$ cat config.mk
export PLATFORM = sky130hd
export DESIGN_NAME = mc_req_to_bedrock_io
export DESIGN_NICKNAME = d
export VERILOG_FILES = /design/src/rtl/mc_req_to_bedrock_io.sv
export SDC_FILE = /design/constraint.sdc
export NUM_CORES = 1
export LEC_CHECK = 0
export BUFFER_PORTS_ARGS = -buffer_cell sky130_fd_sc_hd__buf_4
export CELL_PAD_IN_SITES_DETAIL_PLACEMENT = 0
export CELL_PAD_IN_SITES_GLOBAL_PLACEMENT = 1
export CORE_MARGIN = 8
export CORE_UTILIZATION = 30
export CTS_BUF_LIST = sky130_fd_sc_hd__clkbuf_16
export DETAILED_ROUTE_END_ITERATION = 16
export PLACE_DENSITY = 0.87
export SLEW_MARGIN = 10
export SYNTH_ARGS = -nofsm -noshare
export SYNTH_HDL_FRONTEND = slang
export SYNTH_SLANG_ARGS = --single-unit
$ cat constraint.sdc
create_clock -name clk_i -period 3.3 [get_ports clk_i]
set_input_delay 0.66 -clock clk_i [delete_from_list [all_inputs] [get_ports clk_i]]
set_output_delay 0.66 -clock clk_i [all_outputs]
set_load 0.03 [all_outputs]
$ cat src/rtl/mc_req_to_bedrock_io.sv
// ============================================================================
//  Module   : mc_req_to_bedrock_io
//  Purpose  : Bridges a single manycore endpoint request into one uncached
//             BedRock memory command and returns the BedRock response (or an
//             error value) to the endpoint. One request is in flight at a time.
//  Revision : 1.0  initial release
// ============================================================================
`default_nettype none

package mc_bedrock_io_pkg;

  // Processor configurations known to this bridge.
  typedef enum logic [3:0] {
    e_bp_default_cfg = 4'd0
  } bp_params_e;

  typedef enum logic [3:0] {
    e_bedrock_mem_rd    = 4'd0,
    e_bedrock_mem_wr    = 4'd1,
    e_bedrock_mem_uc_rd = 4'd2,
    e_bedrock_mem_uc_wr = 4'd3
  } bp_bedrock_mem_type_e;

  typedef enum logic [2:0] {
    e_bedrock_msg_size_1 = 3'd0,
    e_bedrock_msg_size_2 = 3'd1,
    e_bedrock_msg_size_4 = 3'd2,
    e_bedrock_msg_size_8 = 3'd3
  } bp_bedrock_msg_size_e;

  localparam int unsigned bp_paddr_width_gp = 40;

  // Device windows in the physical address map.
  localparam logic [bp_paddr_width_gp-1:0] cfg_dev_base_addr_gp       = 40'h00_0020_0000;
  localparam logic [bp_paddr_width_gp-1:0] clint_dev_base_addr_gp     = 40'h00_0030_0000;
  localparam logic [bp_paddr_width_gp-1:0] cfg_mem_base_cce_ucode_gp  = 40'h00_0000_8000;

  typedef struct packed {
    logic [1:0] lce_id;
  } bp_bedrock_mem_payload_s;

  typedef struct packed {
    bp_bedrock_mem_payload_s         payload;
    bp_bedrock_msg_size_e            size;
    logic [bp_paddr_width_gp-1:0]    addr;
    logic [3:0]                      subop;
    bp_bedrock_mem_type_e            msg_type;
  } bp_bedrock_mem_header_s;

  typedef struct packed {
    logic [63:0]            data;
    bp_bedrock_mem_header_s header;
  } bp_bedrock_mem_msg_s;

  typedef struct packed {
    logic       is_byte_op;
    logic       is_hex_op;
    logic [1:0] part_sel;
  } bsg_manycore_load_info_s;

  // Configuration-derived widths; every configuration shares one message layout.
  function automatic int bp_paddr_width(input bp_params_e cfg);
    case (cfg)
      e_bp_default_cfg: return int'(bp_paddr_width_gp);
      default:          return int'(bp_paddr_width_gp);
    endcase
  endfunction

  function automatic int bp_cce_mem_msg_width(input bp_params_e cfg);
    case (cfg)
      e_bp_default_cfg: return $bits(bp_bedrock_mem_msg_s);
      default:          return $bits(bp_bedrock_mem_msg_s);
    endcase
  endfunction

endpackage

module mc_req_to_bedrock_io
  import mc_bedrock_io_pkg::*;
#(
  parameter bp_params_e bp_params_p      = e_bp_default_cfg,
  parameter int         mc_data_width_p  = 32,
  parameter int         mc_addr_width_p  = 28,
  parameter int         timeout_cycles_p = 1024,
  localparam int        paddr_width_p        = bp_paddr_width(bp_params_p),
  localparam int        cce_mem_msg_width_lp = bp_cce_mem_msg_width(bp_params_p)
) (
  input  logic                            clk_i,
  input  logic                            reset_i,

  input  logic                            in_v_i,
  input  logic                            in_we_i,
  input  logic [mc_addr_width_p-1:0]      in_addr_i,
  input  logic [mc_data_width_p-1:0]      in_data_i,
  input  logic [3:0]                      in_mask_i,
  input  bsg_manycore_load_info_s         in_load_info_i,
  output logic                            in_yumi_o,

  output logic [cce_mem_msg_width_lp-1:0] io_cmd_o,
  output logic                            io_cmd_v_o,
  input  logic                            io_cmd_yumi_i,

  input  logic [cce_mem_msg_width_lp-1:0] io_resp_i,
  input  logic                            io_resp_v_i,
  output logic                            io_resp_ready_o,

  output logic [mc_data_width_p-1:0]      returning_data_o,
  output logic                            returning_v_o,
  output logic                            err_o
);

  typedef enum logic [1:0] {
    S_IDLE   = 2'd0,
    S_SEND   = 2'd1,
    S_WAIT   = 2'd2,
    S_RETURN = 2'd3
  } state_e;

  localparam int                CNT_W       = $clog2(timeout_cycles_p);
  localparam logic [CNT_W-1:0]  c_cnt_limit = CNT_W'(timeout_cycles_p - 1);

  state_e                       r_state;
  logic [CNT_W-1:0]             r_cnt;
  logic                         r_err;
  bp_bedrock_mem_msg_s          r_cmd;
  logic                         r_cmd_v;
  logic                         r_ret_v;
  logic [mc_data_width_p-1:0]   r_ret_data;
  logic [1:0]                   r_offset;

  logic [3:0]                   w_dev;
  logic [11:0]                  w_off;
  logic [paddr_width_p-1:0]     w_base;
  logic [paddr_width_p-1:0]     w_addr;
  logic                         w_dec_err;
  logic                         w_mask_err;
  bp_bedrock_msg_size_e         w_size;
  logic [1:0]                   w_offset;
  logic [mc_data_width_p-1:0]   w_data_shift;
  bp_bedrock_mem_msg_s          w_cmd;
  bp_bedrock_mem_msg_s          w_resp;
  logic                         w_unused_ok;

  assign w_dev  = in_addr_i[15:12];
  assign w_off  = in_addr_i[11:0];
  assign w_resp = bp_bedrock_mem_msg_s'(io_resp_i);

  // Device window decode from the upper nibble of the EPA.
  always_comb begin
    w_dec_err = 1'b0;
    w_base    = '0;
    case (w_dev)
      4'd0:    w_base = cfg_dev_base_addr_gp;
      4'd1:    w_base = cfg_dev_base_addr_gp + cfg_mem_base_cce_ucode_gp;
      4'd2:    w_base = clint_dev_base_addr_gp;
      default: w_dec_err = 1'b1;
    endcase
  end

  // Access size and byte lane: stores from the byte mask, loads from load info.
  always_comb begin
    w_size     = e_bedrock_msg_size_4;
    w_offset   = 2'd0;
    w_mask_err = 1'b0;
    if (in_we_i) begin
      case (in_mask_i)
        4'b0001: begin w_size = e_bedrock_msg_size_1; w_offset = 2'd0; end
        4'b0010: begin w_size = e_bedrock_msg_size_1; w_offset = 2'd1; end
        4'b0100: begin w_size = e_bedrock_msg_size_1; w_offset = 2'd2; end
        4'b1000: begin w_size = e_bedrock_msg_size_1; w_offset = 2'd3; end
        4'b0011: begin w_size = e_bedrock_msg_size_2; w_offset = 2'd0; end
        4'b1100: begin w_size = e_bedrock_msg_size_2; w_offset = 2'd2; end
        4'b1111: begin w_size = e_bedrock_msg_size_4; w_offset = 2'd0; end
        default: w_mask_err = 1'b1;
      endcase
    end else if (in_load_info_i.is_byte_op) begin
      w_size   = e_bedrock_msg_size_1;
      w_offset = in_load_info_i.part_sel;
    end else if (in_load_info_i.is_hex_op) begin
      w_size   = e_bedrock_msg_size_2;
      w_offset = {in_load_info_i.part_sel[1], 1'b0};
    end
  end

  assign w_addr       = w_base + paddr_width_p'(w_off) + paddr_width_p'(w_offset);
  assign w_data_shift = in_data_i >> {w_offset, 3'b000};

  // Assemble the outgoing command; unused header fields stay zero.
  always_comb begin
    w_cmd                       = '0;
    w_cmd.header.msg_type       = in_we_i ? e_bedrock_mem_uc_wr : e_bedrock_mem_uc_rd;
    w_cmd.header.addr           = w_addr;
    w_cmd.header.size           = w_size;
    w_cmd.header.payload.lce_id = 2'b10;
    w_cmd.data                  = in_we_i ? {2{w_data_shift}} : 64'd0;
  end

  // Request handshake, bridge sequencing, watchdog and sticky error.
  always_ff @(posedge clk_i) begin
    if (reset_i) begin
      r_state    <= S_IDLE;
      r_cnt      <= '0;
      r_err      <= 1'b0;
      r_cmd      <= '0;
      r_cmd_v    <= 1'b0;
      r_ret_v    <= 1'b0;
      r_ret_data <= '0;
      r_offset   <= 2'd0;
    end else begin
      r_ret_v <= 1'b0;
      case (r_state)
        S_IDLE: begin
          if (in_v_i) begin
            r_offset <= w_offset;
            r_cmd    <= w_cmd;
            if (w_dec_err || w_mask_err) begin
              r_err      <= 1'b1;
              r_ret_data <= '0;
              r_ret_v    <= 1'b1;
              r_state    <= S_RETURN;
            end else begin
              r_cmd_v <= 1'b1;
              r_state <= S_SEND;
            end
          end
        end
        S_SEND: begin
          if (io_cmd_yumi_i) begin
            r_cmd_v <= 1'b0;
            r_cnt   <= '0;
            r_state <= S_WAIT;
          end
        end
        S_WAIT: begin
          // A response on the final watchdog cycle still counts as good data.
          if (io_resp_v_i) begin
            r_ret_data <= w_resp.data[31:0] << {r_offset, 3'b000};
            r_ret_v    <= 1'b1;
            r_state    <= S_RETURN;
          end else if (r_cnt == c_cnt_limit) begin
            r_ret_data <= 32'hDEAD_BEEF;
            r_err      <= 1'b1;
            r_ret_v    <= 1'b1;
            r_state    <= S_RETURN;
          end else begin
            r_cnt <= r_cnt + 1'b1;
          end
        end
        S_RETURN: begin
          r_state <= S_IDLE;
        end
        default: begin
          r_state <= S_IDLE;
        end
      endcase
    end
  end

  assign in_yumi_o        = in_v_i && !reset_i && (r_state == S_IDLE);
  assign io_cmd_o         = r_cmd;
  assign io_cmd_v_o       = r_cmd_v;
  assign io_resp_ready_o  = 1'b1;
  assign returning_data_o = r_ret_data;
  assign returning_v_o    = r_ret_v;
  assign err_o            = r_err;

  // Response header, upper data and EPA bits above the decode field are ignored.
  assign w_unused_ok = ^{w_resp.header, w_resp.data[63:32], in_addr_i, bp_params_p};

endmodule

`default_nettype wire

==> run summary <==
================================================================================
Share of synthesized flip-flops with an asynchronous set or reset              0
DRC                                                                            0
Leakage power                                                        0.003328 µW
CP startpoint kind                                                          flop
Fraction of final layout cells sized beyond drive strength 1              0.3063
Net count, final                                                            1034
Worst IR drop on VDD                                                 0.0002769 V
Worst EP required                                                        3.49 ns
GR Util met3                                                             0.03700
Number of detailed-routing iterations run before antenna repair                4
Final period utilization                                                  0.7744
Final count of hold timing violations                                          0
Power density normalized to cell area                               622.1 nW/µm²
Worst-path clk slew                                                      0.07 ns
TritonCTS clock tree                                                        done
Total of warnings raised by yosys                                              0
Class of the tightest hold or removal check                         flop to flop
Power, Total                                                             4656 µW
Element type at the critical path end                                       flop
Post-synth cell types                                                         62
Clock tree root buffer cell                                            clkbuf_16
Area grow syn2layout                                                      30.73%
Met2 track utilization from global routing                                0.2458
Count of buffers inserted at the top-level ports                             214
Critical path arrival                                                    2.74 ns
Worst-case register-to-register setup slack                              0.74 ns
Resize count post-CTS                                                          0
Unrepaired setup endpoints after global routing                            false
Die Outline Area                                                       23760 µm²
WL per Instance                                                         17.63 µm
Instance count along the most critical hold path                               2
CTS Hold Bufs                                                                  0
Highest clock rate                                                     391.3 MHz
Total overflow reported by the global router                                   0
Crit-path max FO                                                              21
Post-route clock skew                                                0.006408 ns
# Post-CTS Setup Buffers                                                       0
Global-route wire length before repair                                  29280 µm
Routability cong.                                                         0.8045
Startpoint of the most critical hold path                           io_cmd_o[28]$_SDFFE_PP0P_
Hold-critical path endpoint                                         io_cmd_o[28]$_SDFFE_PP0P_
Total of endpoints with negative setup slack in the final report               0
Gr busiest metal                                                            met2
Synthesized cell area                                                   5725 µm²
H-Tree Level Count                                                             3
Largest net degree at the start of global routing                             40
Chip height                                                             154.2 µm
Effective utilization at floorplan                                        0.3061
Slew at the pin with the worst max-slew slack                           1.179 ns
Area of the core region                                                18710 µm²
I/O pin cnt                                                                  345
Post-route ant nets                                                            0
Diode insertion count for antenna repair                                       0
Number of placement rows                                                      50
Final max-slew violation count                                                 0
Bufs on Longest Clock Path                                                     2
Result of the run                                                      completed
Met1 Track Usage GR                                                       0.2006
Antenna violations before repair                                               0
Total Routed Length                                                     18910 µm
Maxcap violations                                                              0
Number of flops mapped to enable cells by yosys                                0
Worst flop-to-flop path endpoint                                    returning_data_o[14]$_SDFFE_PP0P_
DIE WIDTH                                                               154.2 µm
Startpoint of the most critical register-to-register path           r_state[0]$_SDFFE_PP0P_
Most used DFF post-synth                                                 dfxtp_1
Cell count after synthesis                                                   672
Minimum clock period                                                    2.555 ns
Vias in the first global route                                              5187
Register area share after synthesis                                       0.3531
Tightest slew margin relative to the limit                                0.2112
Post-route setup TNS                                                        0 ns
Iteration-0 DRC Markers                                                      285
CTS buffer count                                                               9
Crit Path Class                                                     flop to flop
Detailed-route via count                                                    5249
Length in cells of the worst reg-to-reg path                                   6
Worst-skew pair later-pin latency                                        0.34 ns
Total routing usage reported by global routing                            0.1529
Post-DP HPWL                                                            14740 µm
Sinks on the clock net                                                       101
Synth Area per Inst                                                    8.520 µm²
Synth Register Bits                                                          101
Average via count per standard cell                                        4.892
================================================================================
-- worst max path at each step --
stage	from	end	depth (start not counted)
final	r_state[0]$_SDFFE_PP0P_	returning_data_o[14]$_SDFFE_PP0P_	6
after global routing	r_state[0]$_SDFFE_PP0P_	io_cmd_o[94]$_SDFFE_PP0P_	7
after CTS	r_state[0]$_SDFFE_PP0P_	returning_data_o[14]$_SDFFE_PP0P_	6
after detailed placement	in_mask_i[1]	io_cmd_o[18]$_SDFFE_PP0P_	11
after global placement	in_mask_i[1]	io_cmd_o[18]$_SDFFE_PP0P_	11
after floorplan	in_we_i	io_cmd_o[18]$_SDFFE_PP0P_	14
-- stage by stage --
step	hold slack, ns	instances	instance area [µm²]	utilization	worst slack, ns
finish	0.4567	1073	7485	0.4001	0.7446
detailed placement	0.4470	1059	7152	0.3823	0.4943
global placement	0.4401	1059	7152	0.3823	0.5016
CTS	0.4550	1073	7485	0.4001	0.7208
floorplan	0.4722	703	5842	-	0.4570
global route	0.4680	1073	7485	0.4001	0.5268
-- final cells by class --
class,instances,area (µm²)
fill,1921,11220
multi-input combinational,483,3073
sequential,101,2022
timing repair buffer,229,1719
tap,234,292.8
clock buffer,9,225.2
clock inverter,5,107.6
inverter,12,45.04
-- layout by cell type, fill, tap and decap left out, types with 10 or more instances in the layout --
| master | Yosys | routed |
|---|---|---|
| nor2_1 | 74 | 74 |
| nand4_1 | 15 | 15 |
| nand2b_1 | 24 | 24 |
| nand2_1 | 43 | 43 |
| a21oi_1 | 30 | 30 |
| buf_4 | 69 | 229 |
| nand3_1 | 13 | 13 |
| xor2_1 | 13 | 13 |
| mux2i_1 | 56 | 56 |
| o21ai_0 | 44 | 44 |
| inv_1 | 10 | 10 |
| a211oi_1 | 14 | 14 |
| dfxtp_1 | 101 | 101 |
| conb_1 | 2 | 33 |
-- critical path, cell delays in order, from the launching register on --
cell and delay (ns):
dfxtp_1 0.31, inv_1 0.09, ha_1 0.51, a2bb2oi_1 0.15, o21a_2 0.27, nor2_2 0.83
o21ai_0 0.22
-- synth_stat cells, types with 10 or more instances --
cell type,number,area [µm²]
a211oi_1,14,105.1
xor2_1,13,113.9
inv_1,10,37.54
clkbuf_1,25,93.84
dfxtp_1,101,2022
nor2_1,74,277.8
nand2b_1,24,150.1
mux2i_1,56,560.5
a21oi_1,30,150.1
nand3_1,13,65.06
nand2_1,43,161.4
nand4_1,15,93.84
buf_4,69,518.0
o21ai_0,44,220.2
-- power by group --
group | total [µW] | switching, µW | internal [µW]
Sequential | 1500 | 116 | 1380
Combinational | 1940 | 1250 | 688
Clock | 1220 | 481 | 739
-- per-layer routing --
metal,part of all wire,vias up
met1,0.45,2481
met3,0.055,17
li1,-,2607
met2,0.48,144
met4,0.011,0
met5,0,-
-- sequential cells by signal (all words and copies together), names as in the netlist --
name and count:
io_cmd_o 52, returning_data_o 32, r_cnt 10, r_offset 2, r_state 2, err_o 1
io_cmd_v_o 1, returning_v_o 1
-- cells by family after synthesis --
group | count (synthesis) | share of synthesized area
other cells | 2 | 0.001312
xor+xnor | 18 | 0.02753
fa+ha+maj | 7 | 0.01661
buf+inv | 119 | 0.1331
flops | 101 | 0.3531
compound gates | 151 | 0.1750
mux | 61 | 0.1097
simple gates | 213 | 0.1836
(Power assumes the default switching activity.)
